**src/rtl/addsub_op_sequencer.sv**
```systemverilog
// Handshaked issue/settle/capture sequencer around an external CLA adder-subtractor, with a chaining accumulator.
// Define ADDSUB_SATURATE_EN to saturate captured results on signed overflow; the default build wraps.
module addsub_op_sequencer #(
  parameter int unsigned WIDTH         = 16,
  parameter int unsigned SETTLE_CYCLES = 1
) (
  input  logic             clk,
  input  logic             rst,
  input  logic             in_valid,
  output logic             in_ready,
  input  logic [WIDTH-1:0] in_a,
  input  logic [WIDTH-1:0] in_b,
  input  logic             in_sub,
  input  logic             in_acc,
  input  logic             acc_clr,
  output logic [WIDTH-1:0] add_a,
  output logic [WIDTH-1:0] add_b,
  output logic             add_sub,
  input  logic [WIDTH-1:0] add_c,
  input  logic             add_ovf,
  output logic             out_valid,
  input  logic             out_ready,
  output logic [WIDTH-1:0] out_c,
  output logic             out_ovf,
  output logic [WIDTH-1:0] acc_q,
  output logic             busy
);

  localparam int unsigned CNT_W = 4;

  localparam logic [1:0] S_IDLE   = 2'd0;
  localparam logic [1:0] S_SETTLE = 2'd1;
  localparam logic [1:0] S_OUT    = 2'd2;

  logic [1:0]       r_state;
  logic [1:0]       w_next_state;
  logic [CNT_W-1:0] r_cnt;
  logic             w_accept;
  logic             w_capture;
  logic             w_release;
  logic             w_clr;
  logic [WIDTH-1:0] w_result;
  logic [WIDTH-1:0] r_add_a;
  logic [WIDTH-1:0] r_add_b;
  logic             r_add_sub;
  logic             r_out_valid;
  logic [WIDTH-1:0] r_out_c;
  logic             r_out_ovf;
  logic [WIDTH-1:0] r_acc_q;

  // State register
  always_ff @(posedge clk) begin
    if (rst) r_state <= S_IDLE;
    else     r_state <= w_next_state;
  end

  // Next-state and handshake decode
  always_comb begin
    w_next_state = r_state;
    w_accept     = 1'b0;
    w_capture    = 1'b0;
    w_release    = 1'b0;
    w_clr        = 1'b0;
    in_ready     = 1'b0;
    case (r_state)
      S_IDLE: begin
        in_ready = !acc_clr;
        w_clr    = acc_clr;
        w_accept = in_valid && !acc_clr;
        if (w_accept) w_next_state = S_SETTLE;
      end
      S_SETTLE: begin
        w_capture = (r_cnt == CNT_W'(1));
        if (w_capture) w_next_state = S_OUT;
      end
      S_OUT: begin
        w_release = out_ready;
        if (w_release) w_next_state = S_IDLE;
      end
      default: w_next_state = S_IDLE;
    endcase
  end

`ifdef ADDSUB_SATURATE_EN
  logic [WIDTH-1:0] w_sat_val;
  // Clamp toward the sign of operand A, which is the sign the true result shares on overflow
  assign w_sat_val = r_add_a[WIDTH-1] ? {1'b1, {(WIDTH-1){1'b0}}} : {1'b0, {(WIDTH-1){1'b1}}};
  assign w_result  = add_ovf ? w_sat_val : add_c;
`else
  assign w_result = add_c;
`endif

  // Operand issue, settle counter, result capture and accumulator
  always_ff @(posedge clk) begin
    if (rst) begin
      r_cnt       <= '0;
      r_add_a     <= '0;
      r_add_b     <= '0;
      r_add_sub   <= 1'b0;
      r_out_valid <= 1'b0;
      r_out_c     <= '0;
      r_out_ovf   <= 1'b0;
      r_acc_q     <= '0;
    end else begin
      if (w_clr) r_acc_q <= '0;
      if (w_accept) begin
        r_add_a   <= in_acc ? r_acc_q : in_a;
        r_add_b   <= in_b;
        r_add_sub <= in_sub;
        r_cnt     <= CNT_W'(SETTLE_CYCLES);
      end
      if (r_state == S_SETTLE) r_cnt <= r_cnt - CNT_W'(1);
      if (w_capture) begin
        r_out_c     <= w_result;
        r_out_ovf   <= add_ovf;
        r_acc_q     <= w_result;
        r_out_valid <= 1'b1;
      end
      if (w_release) r_out_valid <= 1'b0;
    end
  end

  assign add_a     = r_add_a;
  assign add_b     = r_add_b;
  assign add_sub   = r_add_sub;
  assign out_valid = r_out_valid;
  assign out_c     = r_out_c;
  assign out_ovf   = r_out_ovf;
  assign acc_q     = r_acc_q;
  assign busy      = (r_state != S_IDLE);

endmodule

```
**config.mk**
```make
export PLATFORM = sky130hd
export DESIGN_NAME = addsub_op_sequencer
export DESIGN_NICKNAME = d
export VERILOG_FILES = /design/src/rtl/addsub_op_sequencer.sv
export SDC_FILE = /design/constraint.sdc
export NUM_CORES = 1
export LEC_CHECK = 0
export CAP_MARGIN = 20
export CORE_ASPECT_RATIO = 1.75
export CORE_UTILIZATION = 38
export CTS_CLUSTER_SIZE = 30
export DETAILED_ROUTE_END_ITERATION = 6
export HOLD_SLACK_MARGIN = 0.12
export PLACE_DENSITY = 0.74
export RECOVER_POWER = 50
export SLEW_MARGIN = 10
export SYNTH_ARGS = -nofsm -noshare
export SYNTH_HDL_FRONTEND = slang
export SYNTH_SLANG_ARGS = --single-unit
```
**constraint.sdc**
```tcl
create_clock -name clk -period 2.15 [get_ports clk]
set_input_delay 0.645 -clock clk [delete_from_list [all_inputs] [get_ports clk]]
set_output_delay 0.645 -clock clk [all_outputs]
set_load 0.05 [all_outputs]
```
Word level (Yosys, flattened, before mapping) --
Cells that the tools add are included.
Word-level totals: RAM bits 0, flip-flop bits (word level) 73, memories kept 0, bits of input ports 56, latch bits 0, logic and storage cells 38, output and inout bits 69, ROM bits 0
Operators by class: eq/ne operators 6, add/subtract/negate cells 1, bitwise operators 0, shifts and indexed selects 0, muxes and demuxes 14, divide/modulo/power cells 0, reduce and logical (&&, ||, !) cells 8, order comparisons 0, $mul 0
Operators with widths (count):
- 16-bit two-way mux | 3
- 4-bit two-way mux | 2
- 2-bit two-way mux | 3
- 2-bit inequality test (second input constant) | 3
- 2-bit case mux with 3 select lines | 1
- 2-bit nonzero test | 3
- 1-bit two-way mux | 5
- 4-bit by 1-bit equality test with 1-bit output (second input constant) | 1
- 4-bit by 1-bit subtractor with 4-bit output (second input constant) | 1
- 3-bit AND reduction | 1
- 2-bit by 1-bit equality test with 1-bit output (second input constant) | 1
- 2-bit equality test (second input constant) | 1
- 2-bit logical NOT | 1
- 2-bit OR reduction | 1
- 1-bit logical AND | 1
- 1-bit logical NOT | 1

Logic depth before layout (Yosys ltp) --
word-level depth 5, depth in mapped cells 7, depth with buffers taken out 5

Worst setup path before layout --
Ideal clock, no wire load.
kind register to output, start reg r_state[0], end out in_ready, stages on the path, launching flop included 4, data required time 1.505 ns, data arrival time 1.536 ns, buffers on the path 1, slack -0.031 ns, cells stage by stage dfxtp_1 > buf_4 > or2_2 > nor2_1
Between the ends: word-level cells in the longest chain between the ends 2
RTL lines:
- start: declaration | RTL line 35 | logic [1:0] r_state;
- start signal: assignment | RTL line 54 | else r_state <= w_next_state;
- 2-bit logical NOT | RTL line 65 | case (r_state)
- 1-bit two-way mux | RTL line 65
- end: declaration | RTL line 10 | output logic in_ready,
No other way between the ends.

Worst setup path in the final report --
start reg r_out_c[5], in the netlist out_c[5], end out out_c[5]
RTL lines:
- start: declaration | RTL line 47 | logic [WIDTH-1:0] r_out_c;
- start signal: assignment | RTL line 114 | r_out_c <= w_result;
- end: declaration | RTL line 23 | output logic [WIDTH-1:0] out_c,
No word-level cell between the ends.

==> results.cfg <==
[clock_network]
cts_tree = yes
post-cts-setup-buffer-count = 0
ctsResizeCount = 6
clk_pin_slew_ns = 0.05
cts-buffers-inserted = 9
cts_max_level = 3
cts_buffer_depth = 2
cts_root_buf = clkbuf_16
worstSkewPairLatency_ns = 0.34
cts_hold_buf = 0
clock-sinks = 73

[routing]
final_antenna_net_count = 0
viasPerCell = 5.02
drtPass1Iterations = 4
wl_per_cell_um = 15.8
dr_total_vias = 2408
drc_errors = 0
routed_wl_um = 7560
drt_first_iter_violations = 130

[yosys]
synth_top_family_by_area = compound AO/OA/AOI/OAI gates
yosysTopAreaCellShare_pct = 53.0
synth_xor_xnor_area_share_pct = 0.318
yosysSeqAreaShare_pct = 53.0
syn_area_um2 = 2760
synth.area.mux_share_pct = 5.81
synth.largest_area_cell = dfxtp_1
synth_compound_area_share_pct = 21.4
synth_cells = 269
synthAdderAreaFrac_pct = 0.908
syn_avg_cell_area_um2 = 10.2
synth_fp_nets = 327
synth.area.top_cells = dfxtp_1, a22o_1, mux2i_1
yosys.area_share.simple_pct = 12.5
yosysUniqueCellTypes = 33
synth-seq-cells = 73
synth_warnings = 0

[pwr]
irDropWorstVdd_mv = 0.715
total_leakage_power_nw = 1.78
power_density_nw_per_um2 = 876
power.total_mw = 3.66

[layout]
antenna_cells = 0
layout.cells.non_filler = 480
layout.nets = 449
fill_cells = 655
regArea_um2 = 1460
fin_util_pct = 60.1
area_growth_pct = 51.6
drive_gt1_share_pct = 8.08
multi_input_area_um2 = 1120

[sta]
slew_headroom_pct = 46.5
finalMaxSlewViolations = 0
max_freq_ghz = 0.471
finalCritPeriodShare_pct = 98.8
finalSetupViolCount = 0
worst_pin_slew_ns = 0.802
period_needed_ns = 2.12
clock_skew_ns = 0.00317
hold_violations = 0
rsz0062_at_grt = false

[critical_path]
crit_buf_inv = 1
worstSetupEndpointType = output port
slowest_delay_ns = 0.80
crit_chain = clkdlybuf4s50_1
worst-endpoint-arrival_ns = 1.48
critPathKind = reg -> out
start_kind = flop
cp_max_fo = 2
crit_slowest_cell = clkdlybuf4s50_1
crit_family = buffers and inverters
critPathRequiredTime_ns = 1.50

[place]
hpwl_um = 5370
gp_congestion = 0.745
dp.cells = 464
port_buffers = 124

[grt]
grt_max_degree = 34
grt_pass1_vias = 2316
overflow = 0
antenna_found_initial = 0
gr-usage-all-layers_pct = 20.1
grt_pass1_wl_um = 11400

[die]
die_w_um = 66.4
start_util_pct = 39.6
core_region_area_um2 = 6960
rows = 40
dieArea_um2 = 7610
dieHeight_um = 115
design.portCount = 125

[hold_path]
hp-class = reg -> reg

[run_status]
run_status = completed

[job]
drv_cap = 0
## metal layers
layer  vias up  global-route usage (%)  share of wire, %  wire length [µm]
met5         -                       0                 0                 0
li1       1204                       -                 -                 -
met2        82                    35.3                52              3950
met4         0                    7.52               2.4               185
met3        15                    6.57               6.0               457
met1      1107                    21.9                39              2970
## sequential cells by signal (all words and copies together), names as in the netlist
register / count
acc_q: 16
add_a: 16
out_ovf: 1
add_b: 16
out_valid: 1
r_cnt: 4
r_state: 2
out_c: 16
add_sub: 1
## final timing paths
kind / startpoint / endpoint / slack (ns) / cells after the start
max: out_c[5] / out_c[5] / 0.03 / 1
min: add_b[13] / add_b[13] / 0.45 / 2
max reg2reg: r_cnt[1] / acc_q[0] / 0.21 / 5
min reg2reg: add_b[13] / add_b[13] / 0.45 / 2
## synthesized netlist by cell type
library cell	number
buf_6	6
a211oi_1	17
or2_2	1
nor2_1	19
a21o_1	1
nor4b_4	1
a21oi_1	22
nand3_1	2
inv_1	6
o21ai_0	2
mux2i_1	16
or4b_4	1
dfxtp_1	73
a211o_1	1
or3_1	1
buf_4	3
nor3_1	2
ha_1	2
and3_4	1
nor2b_1	2
and4_1	1
a22o_1	32
nand2_1	36
clkbuf_1	6
a21oi_2	1
a31o_2	1
buf_2	6
and4bb_4	1
o31ai_4	1
xor2_1	1
nand2b_1	2
nor3b_1	1
a31oi_1	1
## power by group
part	leakage [nW]	internal [mW]	switching, mW	total (mW)
registers	0.594	1.41	0.0402	1.45
clock network	0.159	1.04	0.554	1.60
logic	1.02	0.241	0.365	0.606
## worst reg2reg max path, stage by stage, from the launching register on
cell,delay [ns]
dfxtp_1,0.36
inv_1,0.08
ha_1,0.19
and4bb_1,0.30
o31ai_4,0.71
a22o_1,0.24
## area by class of cell
type | instances | area share (%)
Sequential cell | 73 | 35.0
Clock inverter | 5 | 1.89
Clock buffer | 11 | 5.81
Tap cell | 84 | 2.52
Multi-Input combinational cell | 169 | 26.9
Inverter | 6 | 0.539
Timing Repair Buffer | 132 | 27.4
## stage by stage
step | TNS (ns) | area [µm²] | setup WS (ns) | hold slack, ns
2_1_floorplan | 0 | 2760 | 0.198 | 0.488
3_3_place_gp | -2.21 | 4010 | -0.138 | 0.441
3_5_place_dp | -3.13 | 4010 | -0.187 | 0.446
4_1_cts | 0 | 4320 | 0.00248 | 0.454
5_1_grt | 0 | 4180 | 0.000283 | 0.473
6_report | 0 | 4180 | 0.0255 | 0.454
## placed cells by master (no fill, tap or decap), types with 2 or more instances in the layout
| master | instances |
|---|---|
| clkbuf_16 | 9 |
| clkdlybuf4s50_1 | 74 |
| dlygate4sd2_1 | 6 |
| nor3_1 | 2 |
| nor2b_1 | 2 |
| inv_1 | 6 |
| nand3_1 | 2 |
| nand2_1 | 36 |
| nor2_1 | 18 |
| buf_4 | 3 |
| nand2b_1 | 2 |
| a22o_1 | 32 |
| o21ai_0 | 2 |
| dfxtp_1 | 73 |
| clkbuf_2 | 2 |
| ha_1 | 2 |
| clkbuf_1 | 33 |
| bufinv_16 | 2 |
| buf_12 | 3 |
| a211oi_1 | 17 |
| a21oi_1 | 22 |
| dlymetal6s2s_1 | 10 |
| mux2i_1 | 16 |
| clkinv_2 | 2 |
## cell families (layout without fill, tap and decap cells)
| logic type | count (synthesis) | after routing |
|---|---|---|
| AND/OR/NAND/NOR | 71 | 71 |
| adder cells (fa/ha/maj) | 2 | 2 |
| AO/OA/AOI/OAI | 79 | 79 |
| buffers and inverters | 27 | 154 |
| flip-flops | 73 | 73 |
| XOR/XNOR | 1 | 1 |
| multiplexers | 16 | 16 |
Power figures use the tool's default switching activity.
==> patch: new RTL, same settings <==
Change the localparam `CNT_W` from 4 to 6.
--- a/src/rtl/addsub_op_sequencer.sv
+++ b/src/rtl/addsub_op_sequencer.sv
@@ -27,5 +27,5 @@
 );
 
-  localparam int unsigned CNT_W = 4;
+  localparam int unsigned CNT_W = 6;
 
   localparam logic [1:0] S_IDLE   = 2'd0;
Formal check against the unedited RTL: no difference found for any inputs over 10 cycles, from zero or initial values and one cycle with rst high; that may be too few to reach the edited logic, so the function may still have changed.
==> patch against the original RTL <==
  * Area after synthesis increased by 12%
  * Design area grew 7.0%
  * Critical endpoint is now out_c[4]
  * Largest power group is now sequential cells
  * First-iteration DRC count is 68% higher
  * Routed wire length rose by 11%
  * Sequential cell count grew 2
  * Clock power down 13%
  * Setup slack worse by 1.3 ps
  * Clock skew grew 1.3 ps
  * Highest routed layer unchanged
  * Total power hardly changed
  * Register-to-register slack better by 30 ps
==> patch: results (changes against the original RTL) <==
Parameter                              Value

Status
  Status ... finished, final reports clean

Clock network
  Number of CTS-inserted buffers ... 9 (unchanged)
  Clock Tree Buf Depth ... 2 (unchanged)
  CTS H-Tree Depth ... 3 (unchanged)
  Clock-pin transition on the worst setup and hold timing paths ... 60 ps
  Clock tree root driver cell ... clkbuf_16

Critical path
  Maximum cell stage delay along the critical path ... 810 ps
  Minimum setup slack among reg-to-reg paths ... 240 ps (+30 ps)
  Master of the slowest instance on the critical path ... clkdlybuf4s50_1
  Startpoint of the lowest-slack register-to-register path ... r_cnt[0]
  Family with the most delay on the worst path ... buffers and inverters
  Reg-to-reg critical path endpoint ... out_c[11]
  Data arrival time of the critical path ... 1480 ps (about the same)

Placed design
  Detailed placement HPWL ... 6100 um (+14%)
  Port buffer count ... 124 (unchanged)
  Routability congestion estimate from global placement ... 0.768 (+3.1%)

Yosys
  Unique cell type count in the Yosys netlist ... 35 (+6.1%)
  Synthesis warning total ... 0 (unchanged)
  Count of flip-flops with a built-in enable after synthesis ... 0 (unchanged)
  Share of synthesized area occupied by flip-flops and latches ... 48.7% (-4.3 points)
  Largest cells by area after synthesis ... dfxtp_1, a21oi_1, a211oi_2
  Main flop type after synthesis ... dfxtp_1
  Share of async-settable or async-resettable flops after synthesis ... 0% (unchanged)
  Most used standard cells in the synthesized netlist ... dfxtp_1, a21oi_1, nand2_1
  Nets in the synthesized netlist ... 393 (+20%)

Power
  Worst VDD drop ... 0.503 mV (-30%)
  Pleak ... 1.59 nW (-10%)

Route
  Routed wire length per instance ... 15.5 um (-1.9%)
  Pre-Repair DR Iteration Count ... 5 (+1)
  Detail-routed via count per cell ... 5.32 (+6.1%)
  DRC violation total after the first TritonRoute iteration ... 218 (+68%)

GRT
  GRT Util Overall ... 19.3% (-0.81 points)
  Pin count of the biggest net entering global routing ... 47 (+38%)
  Vias in the first global route ... 2632 (+14%)
  First-pass GRT wire length ... 12900 um (+13%)

Hold path
  Cell count of the worst hold path ... 2 (unchanged)
  Class of the most critical hold timing path ... reg -> reg
  End point of the worst hold path ... add_b[10]
  Worst Min Path Start ... add_b[10]

Timing
  Number of endpoints with negative hold slack in the final report ... 0 (unchanged)
  Post-route clock skew ... 4.50 ps (+1.34 ps)
  Headroom to the max-slew limit ... 30.9% (-16 points)

Final layout
  Net count of the finished layout ... 507 (+13%)
  Fraction of final layout cells sized beyond drive strength 1 ... 11.5% (+3.4 points)
  Filler cell count in the final layout ... 774 (+18%)
[patch: cell count changes after synthesis, sizes merged, moves of 2 or more]
cell / before / now
nand4: 0 / 2
a21oi: 23 / 54
or3b: 0 / 2
clkbuf: 6 / 19
dfxtp: 73 / 75
a22o: 32 / 0
a311o: 0 / 2
o211ai: 0 / 16
o21ai: 2 / 18
nand3: 2 / 17
inv: 6 / 8
nand2b: 2 / 0
[patch: metrics by stage]
| stage | setup WS, ps | hold slack [ps] | std cells | util, % | instance area [um^2] |
|---|---|---|---|---|---|
| detailed placement | -85.9 | 450 | 528 | 55.4 | 4380 |
| floorplan | 198 | 495 | 335 | - | 3080 |
| finish | 24.2 | 454 | 544 | 56.5 | 4470 |
| global placement | -31.8 | 441 | 528 | 55.4 | 4380 |
| CTS | 2.00 | 458 | 544 | 58.9 | 4660 |
| global route | 1.28 | 472 | 544 | 56.5 | 4470 |
[patch: cells by family (layout without fill, tap and decap cells)]
| logic type | count (synthesis) | count (layout) | share of synthesized area, % |
|---|---|---|---|
| simple gates | 88 | 88 | 13.9 |
| buf+inv | 41 | 160 | 6.74 |
| flops | 75 | 75 | 48.7 |
| xor+xnor | 1 | 1 | 0.284 |
| fa+ha+maj | 2 | 2 | 0.812 |
| compound gates | 112 | 112 | 24.4 |
| mux | 16 | 16 | 5.20 |
[patch: area by class of cell]
cell class,instances,area share (%)
sequential,75,33.6
timing repair buffer,136,26.1
clock inverter,5,0.616
tap,90,2.52
clock buffer,11,5.65
inverter,8,0.672
multi-input combinational,219,30.9
[patch: metal layers]
metal  vias up  part of all wire [%]  track usage, %
met5         -                     0               0
met4         0                   3.1            9.38
met3        19                   4.5            3.41
met2       106                    56            36.1
met1      1353                    36            20.5
li1       1418                     -               -
[patch: where the power goes]
group	leakage [nW]	switching [mW]	internal [mW]
registers	0.610	0.0437	1.46
logic	0.843	0.481	0.285
clock network	0.141	0.554	0.835
total	1.59	1.08	2.58
[patch: worst reg2reg max path, stage by stage (launching register included)]
cell and delay [ps]:
dfxtp_1 400, ha_1 220, nor4bb_2 640, buf_4 310
nand3_1 130, a21oi_1 150
[patch: worst max path at each step]
stage | start | depth (start not counted) | slack (ps) | end
after global placement | acc_clr | 7 | -30 | add_sub
after CTS | add_a[13] | 1 | 2 | add_a[13]
after detailed placement | acc_clr | 7 | -90 | add_b[4]
after floorplan | r_state[1] | 3 | 200 | in_ready
after global routing | out_c[6] | 1 | 1 | out_c[6]
final | out_c[4] | 1 | 20 | out_c[4]
[patch: repair_timing]
action,CTS,global route
hold buffers,0,0
endpoints found under the hold margin,0,0
resized for setup,4,15
pin swaps,0,0
gates cloned,0,0
setup endpoints to repair,4,14
buffers inserted,0,0
